### src/rtl/urt_pkg.sv
// Shared URT link definitions: FSM states, frame bit levels and parity types.
// Used by both the transmitter and the receiver.
package urt_pkg;

   typedef enum logic [2:0] {
      ST_IDLE,
      ST_START,
      ST_DATA,
      ST_PARITY,
      ST_STOP
   } urt_state_e;

   localparam logic START_BIT = 1'b0;
   localparam logic STOP_BIT  = 1'b1;
   localparam int   DATA_BITS = 8;

   localparam logic PAR_EVEN = 1'b0;
   localparam logic PAR_ODD  = 1'b1;

endpackage

### src/rtl/urt_tx_if.sv
// Parallel request side plus serial line of the URT transmitter.
interface urt_tx_if #(
   parameter int DATA_WIDTH = 8,
   parameter int PRESC_W    = 5
);
   logic [DATA_WIDTH-1:0] P_DATA;
   logic                  Data_Valid;
   logic                  PAR_EN;
   logic                  PAR_TYP;
   logic [PRESC_W-1:0]    Prescale;
   logic                  TX_OUT;
   logic                  Busy;

   modport master (
      output P_DATA, Data_Valid, PAR_EN, PAR_TYP, Prescale,
      input  TX_OUT, Busy
   );

   modport slave (
      input  P_DATA, Data_Valid, PAR_EN, PAR_TYP, Prescale,
      output TX_OUT, Busy
   );
endinterface

### src/rtl/urt_parity_calc.sv
// Combinational parity generator, shared with the receiver's parity checker.
module urt_parity_calc
   import urt_pkg::*;
#(
   parameter int DATA_WIDTH = 8
) (
   input  logic [DATA_WIDTH-1:0] data,
   input  logic                  par_typ,
   output logic                  par_bit
);
   assign par_bit = (^data) ^ (par_typ == PAR_ODD);
endmodule

### src/rtl/urt_tx.sv
// URT UART transmitter: start, 8 data bits LSB first, optional parity, stop.
// Define URT_TX_HOLD_EN to add a one-entry holding register for gapless frames.
module urt_tx
   import urt_pkg::*;
#(
   parameter int DATA_WIDTH = 8,
   parameter int PRESC_W    = 5
) (
   input  logic   CLK,
   input  logic   RST,
   urt_tx_if.slave bus
);
   localparam int IDX_W = $clog2(DATA_WIDTH);

   typedef struct packed {
      logic [DATA_WIDTH-1:0] data;
      logic                  par_en;
      logic                  par_typ;
      logic [PRESC_W-1:0]    presc;
   } frame_t;

   urt_state_e         state_q, state_d;
   logic [PRESC_W-1:0] cnt_q, cnt_d, presc_last;
   logic [IDX_W-1:0]   idx_q, idx_d;
   frame_t             frm_q, frm_d, req;
   logic               tx_q, tx_d, busy_q, busy_d;
   logic               accept, bit_end, frame_end, par_bit;
`ifdef URT_TX_HOLD_EN
   frame_t             hold_q, hold_d;
   logic               hold_vld_q, hold_vld_d;
`endif

   assign req        = {bus.P_DATA, bus.PAR_EN, bus.PAR_TYP, bus.Prescale};
   assign accept     = bus.Data_Valid && !busy_q;
   // A prescale of 0 behaves as 1: the bit ends when the counter sits at 0.
   assign presc_last = (frm_q.presc == '0) ? '0 : frm_q.presc - 1'b1;
   assign bit_end    = (cnt_q == presc_last);
   assign frame_end  = (state_q == ST_STOP) && bit_end;

   urt_parity_calc #(.DATA_WIDTH(DATA_WIDTH)) u_par (
      .data    (frm_q.data),
      .par_typ (frm_q.par_typ),
      .par_bit (par_bit)
   );

   always_comb begin
      state_d = state_q;
      cnt_d   = bit_end ? '0 : cnt_q + 1'b1;
      idx_d   = idx_q;
      frm_d   = frm_q;
      tx_d    = tx_q;
      busy_d  = busy_q;
`ifdef URT_TX_HOLD_EN
      hold_d     = hold_q;
      hold_vld_d = hold_vld_q;
      if (accept && state_q != ST_IDLE && !frame_end) begin
         hold_d     = req;
         hold_vld_d = 1'b1;
         busy_d     = 1'b1;
      end
`endif
      case (state_q)
         ST_IDLE: begin
            cnt_d = '0;
            idx_d = '0;
            if (accept) begin
               frm_d   = req;
               state_d = ST_START;
               tx_d    = START_BIT;
`ifndef URT_TX_HOLD_EN
               busy_d  = 1'b1;
`endif
            end
         end
         ST_START: if (bit_end) begin
            state_d = ST_DATA;
            idx_d   = '0;
            tx_d    = frm_q.data[0];
         end
         ST_DATA: if (bit_end) begin
            if (idx_q == IDX_W'(DATA_WIDTH-1)) begin
               if (frm_q.par_en) begin
                  state_d = ST_PARITY;
                  tx_d    = par_bit;
               end else begin
                  state_d = ST_STOP;
                  tx_d    = STOP_BIT;
               end
            end else begin
               idx_d = idx_q + 1'b1;
               tx_d  = frm_q.data[idx_q + 1'b1];
            end
         end
         ST_PARITY: if (bit_end) begin
            state_d = ST_STOP;
            tx_d    = STOP_BIT;
         end
         ST_STOP: if (bit_end) begin
            state_d = ST_IDLE;
            tx_d    = STOP_BIT;
            busy_d  = 1'b0;
`ifdef URT_TX_HOLD_EN
            // Chain straight into the next start bit, no idle cycle.
            if (hold_vld_q) begin
               frm_d      = hold_q;
               hold_vld_d = 1'b0;
               state_d    = ST_START;
               tx_d       = START_BIT;
            end else if (accept) begin
               frm_d   = req;
               state_d = ST_START;
               tx_d    = START_BIT;
            end
`endif
         end
         default: begin
            state_d = ST_IDLE;
            tx_d    = STOP_BIT;
            busy_d  = 1'b0;
         end
      endcase
   end

   always_ff @(posedge CLK) begin
      if (RST) begin
         state_q    <= ST_IDLE;
         cnt_q      <= '0;
         idx_q      <= '0;
         frm_q      <= '0;
         tx_q       <= 1'b1;
         busy_q     <= 1'b0;
`ifdef URT_TX_HOLD_EN
         hold_q     <= '0;
         hold_vld_q <= 1'b0;
`endif
      end else begin
         state_q    <= state_d;
         cnt_q      <= cnt_d;
         idx_q      <= idx_d;
         frm_q      <= frm_d;
         tx_q       <= tx_d;
         busy_q     <= busy_d;
`ifdef URT_TX_HOLD_EN
         hold_q     <= hold_d;
         hold_vld_q <= hold_vld_d;
`endif
      end
   end

   assign bus.TX_OUT = tx_q;
   assign bus.Busy   = busy_q;

endmodule

### src/flat_wrapper.sv
// flat-port wrapper written by rule: the top's interface ports become plain ports
module urt_tx_flat import urt_pkg::*;
#(
   parameter int DATA_WIDTH = 8,
   parameter int PRESC_W    = 5
)
  (CLK, RST, bus_P_DATA, bus_Data_Valid, bus_PAR_EN, bus_PAR_TYP, bus_Prescale, bus_TX_OUT, bus_Busy);
  urt_tx_if #(.DATA_WIDTH(DATA_WIDTH), .PRESC_W(PRESC_W)) bus_i ();
  input  logic CLK;
  input  logic RST;
  input wire logic [$bits(bus_i.P_DATA)-1:0] bus_P_DATA;
  input wire logic [$bits(bus_i.Data_Valid)-1:0] bus_Data_Valid;
  input wire logic [$bits(bus_i.PAR_EN)-1:0] bus_PAR_EN;
  input wire logic [$bits(bus_i.PAR_TYP)-1:0] bus_PAR_TYP;
  input wire logic [$bits(bus_i.Prescale)-1:0] bus_Prescale;
  output wire logic [$bits(bus_i.TX_OUT)-1:0] bus_TX_OUT;
  output wire logic [$bits(bus_i.Busy)-1:0] bus_Busy;
  assign bus_i.P_DATA = bus_P_DATA;
  assign bus_i.Data_Valid = bus_Data_Valid;
  assign bus_i.PAR_EN = bus_PAR_EN;
  assign bus_i.PAR_TYP = bus_PAR_TYP;
  assign bus_i.Prescale = bus_Prescale;
  assign bus_TX_OUT = bus_i.TX_OUT;
  assign bus_Busy = bus_i.Busy;
  urt_tx #(.DATA_WIDTH(DATA_WIDTH), .PRESC_W(PRESC_W)) u_core (.CLK(CLK), .RST(RST), .bus(bus_i));
endmodule
### config.mk
export PLATFORM = sky130hd
export DESIGN_NAME = urt_tx_flat
export DESIGN_NICKNAME = d
export VERILOG_FILES = /design/src/rtl/urt_pkg.sv /design/src/rtl/urt_tx_if.sv /design/src/rtl/urt_parity_calc.sv /design/src/rtl/urt_tx.sv /design/src/flat_wrapper.sv
export SDC_FILE = /design/constraint.sdc
export NUM_CORES = 1
export LEC_CHECK = 0
export CORE_AREA = 2 2 56 58
export CTS_BUF_LIST = sky130_fd_sc_hd__clkbuf_2 sky130_fd_sc_hd__clkbuf_4 sky130_fd_sc_hd__clkbuf_8
export DETAILED_ROUTE_END_ITERATION = 6
export DIE_AREA = 0 0 58 60
export DONT_BUFFER_PORTS = 1
export PLACE_DENSITY_LB_ADDON = 0.25
export SLEW_MARGIN = 40
export SYNTH_ARGS = -nofsm -noshare
export SYNTH_HDL_FRONTEND = slang
export SYNTH_SLANG_ARGS = --single-unit
### constraint.sdc
create_clock -name CLK -period 2.4 [get_ports CLK]
set_clock_uncertainty 0.2 [all_clocks]
set_input_delay 0.48 -clock CLK [delete_from_list [all_inputs] [get_ports CLK]]
set_output_delay 0.48 -clock CLK [all_outputs]
set_load 0.05 [all_outputs]
==> results of run 1 <==
cells in the mapped netlist (3+ instances only):
cell      number  share of area, %
nand2_1       34               8.5
dfxtp_1       28                37
a21oi_1       22               7.3
nor2_1        11               2.7
xnor2_1       10               5.8
inv_1          9               2.2
clkbuf_1       8               2.0
nor2b_1        5               2.1
nor3_1         5               1.7
ha_1           4               3.3
a311oi_1       3               1.7
nor4_1         3               1.2
o211ai_1       3               1.5
or3_1          3               1.2
xor2_1         3               1.7
power breakdown:
part / internal [W] / switching, W / total [W] / leakage, nW
clock network: 0.000169 / 0.000143 / 0.000312 / 0.0279
registers: 0.000559 / 0.000168 / 0.000727 / 0.230
logic: 0.000566 / 0.000576 / 0.00114 / 0.360
repair_timing:
item / 4_1_cts / 5_1_grt
hold endpoints to repair: 17 / 0
pin swaps: 1 / 9
resized for setup: 1 / 16
endpoints found under the setup margin: 1 / 7
hold buffers: 1 / 0
buffers inserted: 0 / 4
cell families (layout without fill, tap and decap cells):
kind of cell,Yosys count,in the layout,synth area share [%]
muxes,3,3,3.65
xor gates and xnor gates,14,14,9.37
buffers and inverters,17,22,4.23
AOI/OAI and AO/OA,42,42,18.7
DFF,28,28,37.1
adders and majority gates,4,4,3.32
and+or+nand+nor,71,71,23.5
cell type report:
type	count	share of cell area, %
sequential	28	33.2
inverter	9	1.99
clock buffer	3	1.32
clock inverter	1	1.76
tap	33	2.43
timing repair buffer	9	4.78
multi-input combinational	134	54.6
metrics by stage:
stage	util, %	cells	power (W)	hold WS (ns)
6_report	58.6	217	0.00218	0.0541
3_5_place_dp	53.4	208	0.00161	0.274
2_1_floorplan	-	179	0.00144	0.240
4_1_cts	55.6	213	0.00194	0.0485
3_3_place_gp	53.4	208	0.00159	0.255
5_1_grt	58.6	217	0.00234	0.0225
how the worst max path moves through the flow:
stage / start / to / cells past startpoint
5_1_grt: u_core.frm_q[0] / u_core.state_q[2] / 10
6_report: u_core.frm_q[1] / u_core.state_q[2] / 10
4_1_cts: u_core.frm_q[0] / u_core.state_q[2] / 9
3_5_place_dp: u_core.frm_q[0] / u_core.state_q[2] / 9
3_3_place_gp: u_core.frm_q[0] / u_core.state_q[2] / 9
2_1_floorplan: u_core.frm_q[0] / u_core.state_q[2] / 9
cells in the final DEF, fill, tap and decap left out, drive strengths merged, types with 3 or more instances in the layout:
| cell type | count |
|---|---|
| dfxtp | 28 |
| nor3 | 6 |
| xor2 | 3 |
| inv | 9 |
| a21oi | 23 |
| ha | 4 |
| xnor2 | 11 |
| or3 | 4 |
| nor2 | 12 |
| nor2b | 5 |
| nor4 | 3 |
| nand2 | 34 |
| buf | 8 |
| a311oi | 3 |
| o211ai | 3 |
| clkbuf | 3 |
worst reg2reg max path: cells and delay by family, from the launching register on:
kind | cells | cell delay (ns)
XOR/XNOR | 1 | 0.23
flip-flops | 1 | 0.36
buffers and inverters | 2 | 0.22
AO/OA/AOI/OAI | 1 | 0.12
adder cells (fa/ha/maj) | 1 | 0.13
AND/OR/NAND/NOR | 5 | 1.09
metal layers:
layer  wire length [um]  GRT usage (%)
met5                  0              0
met4                 50           5.98
met3                142           3.03
met2               1360           29.7
met1               1460           24.1
state kept, by name, summed over array words and instances, names as in the netlist:
register / cells
u_core.cnt_q: 5
u_core.bus.Busy: 1
u_core.frm_q: 15
u_core.bus.TX_OUT: 1
u_core.idx_q: 3
u_core.state_q: 3
==> results by group, run 1 <==
Clock network
  • CTS tree: built
  • CTS sink count: 28
  • Root buffer selected by CTS: clkbuf_4
  • Clock tree buffer depth: 2
  • Num CTS Buffers: 3
  • H-Tree Depth: 1
  • Clk_lat worst skew: 0.33 ns
  • Clock Pin Slew Worst Setup and Hold Paths: about 0.16 ns

Critical path
  • R2R cell count: 10
  • R2r startpoint: u_core.frm_q[1]
  • R2R Path End: u_core.state_q[2]
  • Crit path max-delay family: simple AND/OR/NAND/NOR gates
  • Critical path peak fanout: 4
  • CP Cell Sequence: inv_2 -> ha_4 -> nor4b_4 -> nor2_1 -> xnor2_1 -> nand4_2 -> buf_6 -> nor2_4 -> or4b_4 -> a21oi_2
  • Worst Path Buf+Inv: 2
  • Worst path slowest cell: or4b_4
  • CP Class: flop to flop
  • R2r setup slk: 0.005 ns
  • CP required: 2.48 ns
  • Largest stage delay, worst path: 0.48 ns
  • Critical path data arrival time: 2.48 ns
  • Startpoint types: flop
  • CP Capture Type: flop

Global routing
  • Total track usage: 18.1%
  • First-pass GRT wire length: 4.89 mm
  • Initial antenna violation count: 0
  • Grt ovf: 0
  • Largest net degree at the start of global routing: 18
  • Vias in the first global route: 1146

Die
  • Die H: 60 um
  • Initial Util: 52.0%
  • Core area: 2900 sq um
  • Core Rows: 20
  • Die Footprint: about 3500 sq um
  • Die X: 58 um
  • # IOs: 20

Place
  • Port Buffer Count: 0
  • Dpl ws: roughly 0.052 ns
  • DP Area: 1550 sq um
  • GPL Wtd Cong: 0.879
  • Final HPWL DP: 2.15 mm

Layout
  • Share of post-route cells with drive strength above 1: 19.0%
  • Fillcell total: 254
  • Area taken by multi-input logic gates: 928 sq um
  • Sequential cell area: 564 sq um
  • Synth-to-layout area growth: 12.8%
  • Antenna diode count: 0
  • Nets: 207
  • Post-route design area: 1700 sq um

Min path
  • Hold Path Depth: 2
  • End point of the worst hold path: u_core.frm_q[10]
  • Tightest Hold Check Type: primary input to flop
  • Worst hold start: bus_P_DATA[3]

Timing
  • Setup TNS: 0 ns
  • Final WS setup: 0.00488 ns
  • Minimum clock period: 2.40 ns
  • Final Cycle Share: about 100%
  • RSZ-0062 raised after global routing: yes
  • Slew HR: 54.5%
  • Final-report setup violation count: 0
  • Slew Limit Fails: 0
  • Max Fclk: 418 MHz
  • Hold Violations, Final: 0
  • Worst-Margin Slew: about 0.7 ns

Route
  • Initial DRC count: 24
  • Vias: 1250
  • Wirelength, routed: 3.01 mm
  • DR pass1 iterations: 4
  • Wire per inst: 13.9 um
  • Antenna Violating Nets Remaining: 0
  • Drt drc: 0
  • Vias per cell: 5.76

Synth
  • Top FF cell, synth: dfxtp_1
  • Cell count after synthesis: approximately 180
  • Synth Register Bits: 28
  • Syn Std Cell Area: 1510 sq um
  • Post-Syn Area per Cell: 8.43 sq um
  • Yosys warns: 0
  • Post-synth cell types: 35
  • Async SR Flop Fraction: 0%
  • Sequential area share after synthesis: between 30 and 40%
  • Synth Net Count: around 200
  • Number of synthesized flops with an enable pin: 0

Flow run
  • Max_cap viols: 0

Power and ir drop
  • Leak: a little over 0.6 nW
  • Power density over the cells: 1280 nW/um^2
  • VDD IR max: 0.756 mV

Run status
  • Status: finished, final reports clean
(Power assumes the default switching activity.)
==> inputs of run 2 (changes only) <==
--- a/config.mk
+++ b/config.mk
@@ -14,4 +14,5 @@
 export SLEW_MARGIN = 40
 export SYNTH_ARGS = -nofsm -noshare
 export SYNTH_HDL_FRONTEND = slang
+export SYNTH_HIERARCHICAL = 1
 export SYNTH_SLANG_ARGS = --single-unit
==> run 2 against run 1 <==
- setup slack improved by 0.085 ns
- non-clock buffer count rose by 1
- critical path depth fell by 1
- worst hold slack improved by 0.015 ns
- clock-buffer cell count rose by 1
- sequential share of layout area rose by 0.83 points
- maximum frequency rose by 3.7%
- clock power fell by 27%
- routed wire length rose by 9.4%
- cell count rose by 2.3%
- critical path type unchanged
- largest power group unchanged
- highest routed layer unchanged
==> results by group, run 2 <==
Run status
  • Status: finished, final reports clean

Route
  • Highest metal used: met4
  • Vias: 1309
  • Met3 routed WL: 298 um
  • Initial DRC count: between 40 and 50
  • Wire per inst: ~15 um
  • DR pass1 iterations: 4
  • Wirelength, routed: 3.29 mm
  • Antenna Violating Nets Remaining: 0
  • Met2 WL: 1.60 mm
  • Vias per cell: 5.90
  • Drt drc: 0
  • Metal-1 WL: 1.36 mm

Timing
  • Setup TNS: 0 ns
  • Slew HR: 58.7%
  • RSZ-0062 raised after global routing: no
  • Final WS setup: 0.0901 ns
  • Final-report setup violation count: 0
  • Hold Violations, Final: 0
  • Final Cycle Share: a little over nine tenths
  • Max Fclk: 433 MHz
  • Minimum clock period: 2.31 ns
  • Worst-Margin Slew: 0.617 ns
  • Slew Limit Fails: 0

Synth
  • Sequential area share after synthesis: approximately 37%
  • Post-synth cell types: 45
  • Synth cell count leaders: 36 x nand2_1, 28 x dfxtp_1, 24 x a21oi_1, 11 x nor2_1, 8 x nand3_1
  • Synth top area share: 36.7%
  • Synth Register Bits: 28
  • Most common cell in the netlist: nand2_1
  • Dominant cell type by area after synthesis: dfxtp_1
  • Syn Std Cell Area: between 1500 and 2000 sq um
  • Post-Syn Area per Cell: 8.26 sq um
  • Number of synthesized flops with an enable pin: 0
  • Synth Net Count: 207
  • Yosys warns: 6
  • Async SR Flop Fraction: 0%
  • Top FF cell, synth: dfxtp_1
  • Cell count after synthesis: 185
  • Synth area leaders: dfxtp_1 37%, nand2_1 8.8%, a21oi_1 7.9%, xnor2_1 3.4%, ha_1 3.3%

Layout
  • Most flops, register: u_core/frm_q
  • Largest regs: u_core/frm_q (15), u_core/cnt_q (5)
  • Most frequent cells in the layout: 36 x nand2_1, 27 x dfxtp_1, 24 x a21oi_1, 11 x nor2_1, 8 x nand3_1
  • Share of post-route cells with drive strength above 1: about an eighth
  • Nets: 212
  • Synth-to-layout area growth: 8.19%
  • Most common cell after layout, fill and taps aside: nand2_1
  • Antenna diode count: 0
  • Fillcell total: 273
  • Max reg flops: 15

Flow run
  • Max_cap viols: 0

Die
  • Initial Util: between 50% and 60%
  • Die Footprint: 3480 sq um
  • Die H: 60 um
  • # IOs: 20
  • Core Rows: 20
  • Die X: ~58 um
  • Core area: 2900 sq um

Power and ir drop
  • VDD IR max: 0.596 mV
  • Power density over the cells: a little over 1000 nW/um^2
  • Design Power: around 0.0017 W
  • Leak: 0.619 nW

Clock network
  • Clock Pin Slew Worst Setup and Hold Paths: 0.15 ns
  • Clock tree buffer depth: 2
  • Clk_lat worst skew: 0.32 ns
  • CTS tree: built
  • H-Tree Depth: 1
  • Root buffer selected by CTS: clkbuf_4
  • CTS sink count: 28
  • Num CTS Buffers: 3

Critical path
  • Startpoint types: flop
  • Critical path peak fanout: 10
  • CP Capture Type: flop
  • Critical path data arrival time: 2.35 ns
  • CP required: approximately 2.4 ns
  • CP Class: flop to flop

Global routing
  • Initial antenna violation count: 0
  • Total track usage: 20.5%
  • First-pass GRT wire length: 5.42 mm
  • Grt ovf: 0
  • Largest net degree at the start of global routing: 19
  • Vias in the first global route: ~1200

Place
  • Final HPWL DP: 2.39 mm
  • Dpl ws: -0.0637 ns
  • Port Buffer Count: 0
  • GPL Wtd Cong: about 0.87

Min path
  • Tightest Hold Check Type: primary input to flop
[run 2: cell count changes in the layout (fill, tap and decap cells not counted), moves of 4 or more]
cell     change
nand3_1      +6
o21ai_0      +5
nor3_1       -4
xnor2_1      -4
[run 2: logic make-up (layout without fill, tap and decap cells)]
kind of cell	after synthesis	after routing	synth area share [%]
adders and majority gates	5	5	3.93
buffers and inverters	16	20	5.40
DFF	28	28	36.7
AOI/OAI and AO/OA	46	46	17.8
and+or+nand+nor	73	73	23.1
xor gates and xnor gates	13	13	8.85
muxes	4	4	4.26
[run 2: repair_timing]
action,in CTS,in global routing
setup buffers,0,0
gates resized for setup,3,4
hold buffers,3,1
hold endpoints to repair,17,1
cloned,0,0
setup endpoints to repair,10,12
[run 2: area by class of cell]
type / instances / area (sq um) / area share (%)
Tap cell: 33 / 41.3 / 2.50
Timing Repair Buffer: 10 / 85.1 / 5.15
Inverter: 6 / 22.5 / 1.36
Sequential cell: 28 / 562 / 34.0
Multi-Input combinational cell: 141 / 906 / 54.8
Clock buffer: 4 / 36.3 / 2.20
[run 2: routing by layer]
metal	track usage, %	vias to the layer above
met5	0	-
met4	7.31	0
met3	3.46	6
met2	35.6	53
met1	25.7	602
li1	-	648
[run 2: path summary, 6_finish.rpt]
check	slack, ns	endpoint	depth (start not counted)	startpoint
worst max-delay path	0.09	u_core/idx_q[0]	9	u_core/frm_q[1]
worst min-delay path	0.07	u_core/frm_q[0]	2	bus_Prescale[0]
worst max register to register	0.09	u_core/idx_q[0]	9	u_core/frm_q[1]
worst min register to register	0.27	u_core/frm_q[6]	2	u_core/frm_q[6]
[run 2: where the power goes]
group	total [W]	internal, W	switching [W]
Clock	0.000229	0.0000927	0.000136
Combinational	0.000811	0.000376	0.000434
Sequential	0.000673	0.000547	0.000126
[run 2: stage by stage]
stage | area [sq um] | hold WS (ns) | cells | util (%)
finish | 1650 | 0.0690 | 222 | 56.9
global route | 1650 | 0.0435 | 222 | 56.9
CTS | 1630 | 0.000349 | 221 | 56.3
detailed placement | 1550 | 0.248 | 214 | 53.5
global placement | 1550 | 0.241 | 214 | 53.5
floorplan | 1530 | 0.236 | 185 | -
[run 2: worst max-delay path, stage by stage, from the launching register on]
cell	delay, ns
dfxtp_1	0.38
inv_1	0.06
ha_2	0.20
and2b_1	0.18
nor3_2	0.18
a21oi_1	0.08
xor2_1	0.30
and3_4	0.31
a21oi_1	0.08
a311oi_1	0.25
==> inputs of run 3 (changes only) <==
--- a/config.mk
+++ b/config.mk
@@ -5,10 +5,10 @@
 export SDC_FILE = /design/constraint.sdc
 export NUM_CORES = 1
 export LEC_CHECK = 0
-export CORE_AREA = 2 2 56 58
+export CORE_AREA = 8 8 71 73
 export CTS_BUF_LIST = sky130_fd_sc_hd__clkbuf_2 sky130_fd_sc_hd__clkbuf_4 sky130_fd_sc_hd__clkbuf_8
 export DETAILED_ROUTE_END_ITERATION = 6
-export DIE_AREA = 0 0 58 60
+export DIE_AREA = 0 0 79 81
 export DONT_BUFFER_PORTS = 1
 export PLACE_DENSITY_LB_ADDON = 0.25
 export SLEW_MARGIN = 40
==> run 3 against run 2 <==
- clock power grew 62%
- final area increased by 2.4%
- register-to-register slack gained 0.07 ns
- non-clock buffer count down 2
- die area is 84% higher
- combinational power is 2% higher
- setup slack better by 0.071 ns
- total power grew 9.7%
- sequential power increased by 1%
- clock-buffer cell count is 1 lower
- critical path type unchanged
- largest cell class unchanged
- largest power group unchanged
- highest routed layer unchanged
==> results by group, run 3 (synthesis gave the netlist of run 2 again) <==
Layout
  • Post-route design area: 1690 sq um
  • Finished Core Util: between 40% and 50%
  • Area taken by multi-input logic gates: 916 sq um
  • Antenna diode count: 0
  • Synth-to-layout area growth: 10.8%
  • Share of post-route cells with drive strength above 1: 12.8%
  • Fillcell total: 410
  • Largest regs: u_core/frm_q (15), u_core/cnt_q (5)
  • Most common cell after layout, fill and taps aside: nand2_1
  • Most frequent cells in the layout: 36 x nand2_1, 28 x dfxtp_1, 24 x a21oi_1, 11 x nor2_1
  • Nets: 210
  • Sequential cell area: 561 sq um
  • Most flops, register: u_core/frm_q
  • Post-Layout Cell Count: 237
  • Max reg flops: 15

Route
  • Wire per inst: approximately 14 um
  • Vias: 1305
  • Vias per cell: 5.51
  • Antenna Violating Nets Remaining: 0
  • Wirelength, routed: 3.33 mm
  • DR pass1 iterations: 4
  • Initial DRC count: 65
  • Drt drc: 0

Critical path
  • Crit path max-delay family: compound AO/OA/AOI/OAI gates
  • CP required: 2.40 ns
  • Worst path slowest cell: maj3_1
  • Critical path peak fanout: 10
  • CP Cell Sequence: inv_1 -> ha_4 -> nor4b_4 -> o21ai_1 -> a21oi_1 -> o22ai_1 -> and3_4 -> maj3_1 -> o22ai_1
  • CP dominant cell by count: o22ai_1
  • Worst Path Buf+Inv: 1
  • Startpoint types: flop
  • CP Class: flop to flop
  • Critical path data arrival time: 2.24 ns
  • Largest stage delay, worst path: 0.33 ns
  • CP Capture Type: flop

Timing
  • Slew HR: approximately two thirds
  • Hold Violations, Final: 0
  • Final Cycle Share: around 93%
  • Minimum clock period: approximately 2.2 ns
  • Final-report setup violation count: 0
  • Slew Limit Fails: 0
  • Worst-Margin Slew: 0.519 ns
  • Max Fclk: approximately 450 MHz
  • RSZ-0062 raised after global routing: no

Place
  • Port Buffer Count: 0
  • Final HPWL DP: 2.50 mm
  • GPL Wtd Cong: around 0.8
  • Placed cells: 232
  • DP Area: 1580 sq um

Power and ir drop
  • Logic pwr share: 44.1%
  • VDD IR max: 0.445 mV
  • Pint: 0.00117 W
  • Switching Fraction: 37.8%
  • Switching power: ~0.00071 W
  • Design Power: about 0.0019 W
  • Leak: 0.629 nW
  • Flop pwr share: 36.2%
  • Clock network power share: 19.7%
  • Power density over the cells: 1110 nW/um^2

Run status
  • Status: finished, final reports clean

Clock network
  • Num CTS Buffers: 3
  • Cts hold-fix bufs: 0
  • CTS sink count: 28
  • Root buffer selected by CTS: clkbuf_8
  • Clock Pin Slew Worst Setup and Hold Paths: roughly 0.090 ns
  • H-Tree Depth: 1
  • Clock tree buffer depth: 2
  • Clk_lat worst skew: 0.28 ns
  • CTS tree: built

Global routing
  • First-pass GRT wire length: 5.75 mm
  • Met3 GRT Util: 3.53%
  • Met2 Use GR: around 19%
  • GR Util met1: 12.9%
  • Most Crowded Layer GR: met2
  • Total track usage: 10.9%
  • Largest net degree at the start of global routing: 24
  • Grt ovf: 0
  • Initial antenna violation count: 0
  • Vias in the first global route: roughly 1300

Die
  • Core area: 3910 sq um
  • Initial Util: 39.0%
  • # IOs: 20
  • Die Footprint: ~6400 sq um
  • Die X: ~79 um
  • Core Rows: 23
  • Die H: 81 um

Min path
  • Tightest Hold Check Type: primary input to flop

Flow run
  • Max_cap viols: 0
==> run 3: final timing paths <==
| kind | from | cells past startpoint | end | slack (ns) |
|---|---|---|---|---|
| setup / recovery | u_core/frm_q[0] | 9 | u_core/bus.TX_OUT | 0.16 |
| hold / removal | RST | 1 | u_core/frm_q[6] | 0.06 |
| setup reg to reg | u_core/frm_q[0] | 9 | u_core/bus.TX_OUT | 0.16 |
| hold reg to reg | u_core/frm_q[6] | 2 | u_core/frm_q[6] | 0.26 |
==> run 3: per-stage QoR <==
step / TNS [ns] / hold WS, ns / setup slack (ns)
after floorplan: 0 / 0.236 / 0.144
after global placement: 0 / 0.244 / 0.0680
after detailed placement: -0.0390 / 0.252 / -0.0230
after CTS: 0 / 0.0499 / 0.00238
after global routing: 0 / 0.0356 / 0.00511
final: 0 / 0.0587 / 0.161
==> run 3: worst register-to-register path: cells and delay by family (launching register included) <==
family	cells	cell delay, ns
adders and majority gates	2	0.50
DFF	1	0.32
and+or+nand+nor	2	0.49
AOI/OAI and AO/OA	4	0.57
buffers and inverters	1	0.09
==> run 3: layer usage <==
layer,share of wire [%],routed length (um)
met1,43,1450
met2,49,1630
met3,6.7,223
met4,1.0,34
met5,0,0
==> run 3: timing repair <==
item	in CTS	in global routing
setup buffers	0	1
setup endpoints to repair	6	12
gates resized for setup	1	6
pin swaps	0	2
==> run 3: final cells by class <==
| type | count | share of cell area, % |
|---|---|---|
| inverter | 6 | 1.33 |
| sequential | 28 | 33.1 |
| tap | 50 | 3.70 |
| multi-input combinational | 141 | 54.1 |
| clock buffer | 3 | 2.44 |
| clock inverter | 1 | 1.77 |
| timing repair buffer | 8 | 3.55 |
==> run 3: power by group through the flow <==
stage | Combinational [W] | Clock, W | Sequential, W
floorplan | 0.000626 | 0 | 0.000666
global placement | 0.000748 | 0 | 0.000681
detailed placement | 0.000764 | 0 | 0.000689
CTS | 0.000779 | 0.000385 | 0.000681
global route | 0.000917 | 0.000403 | 0.000695
finish | 0.000828 | 0.000370 | 0.000681
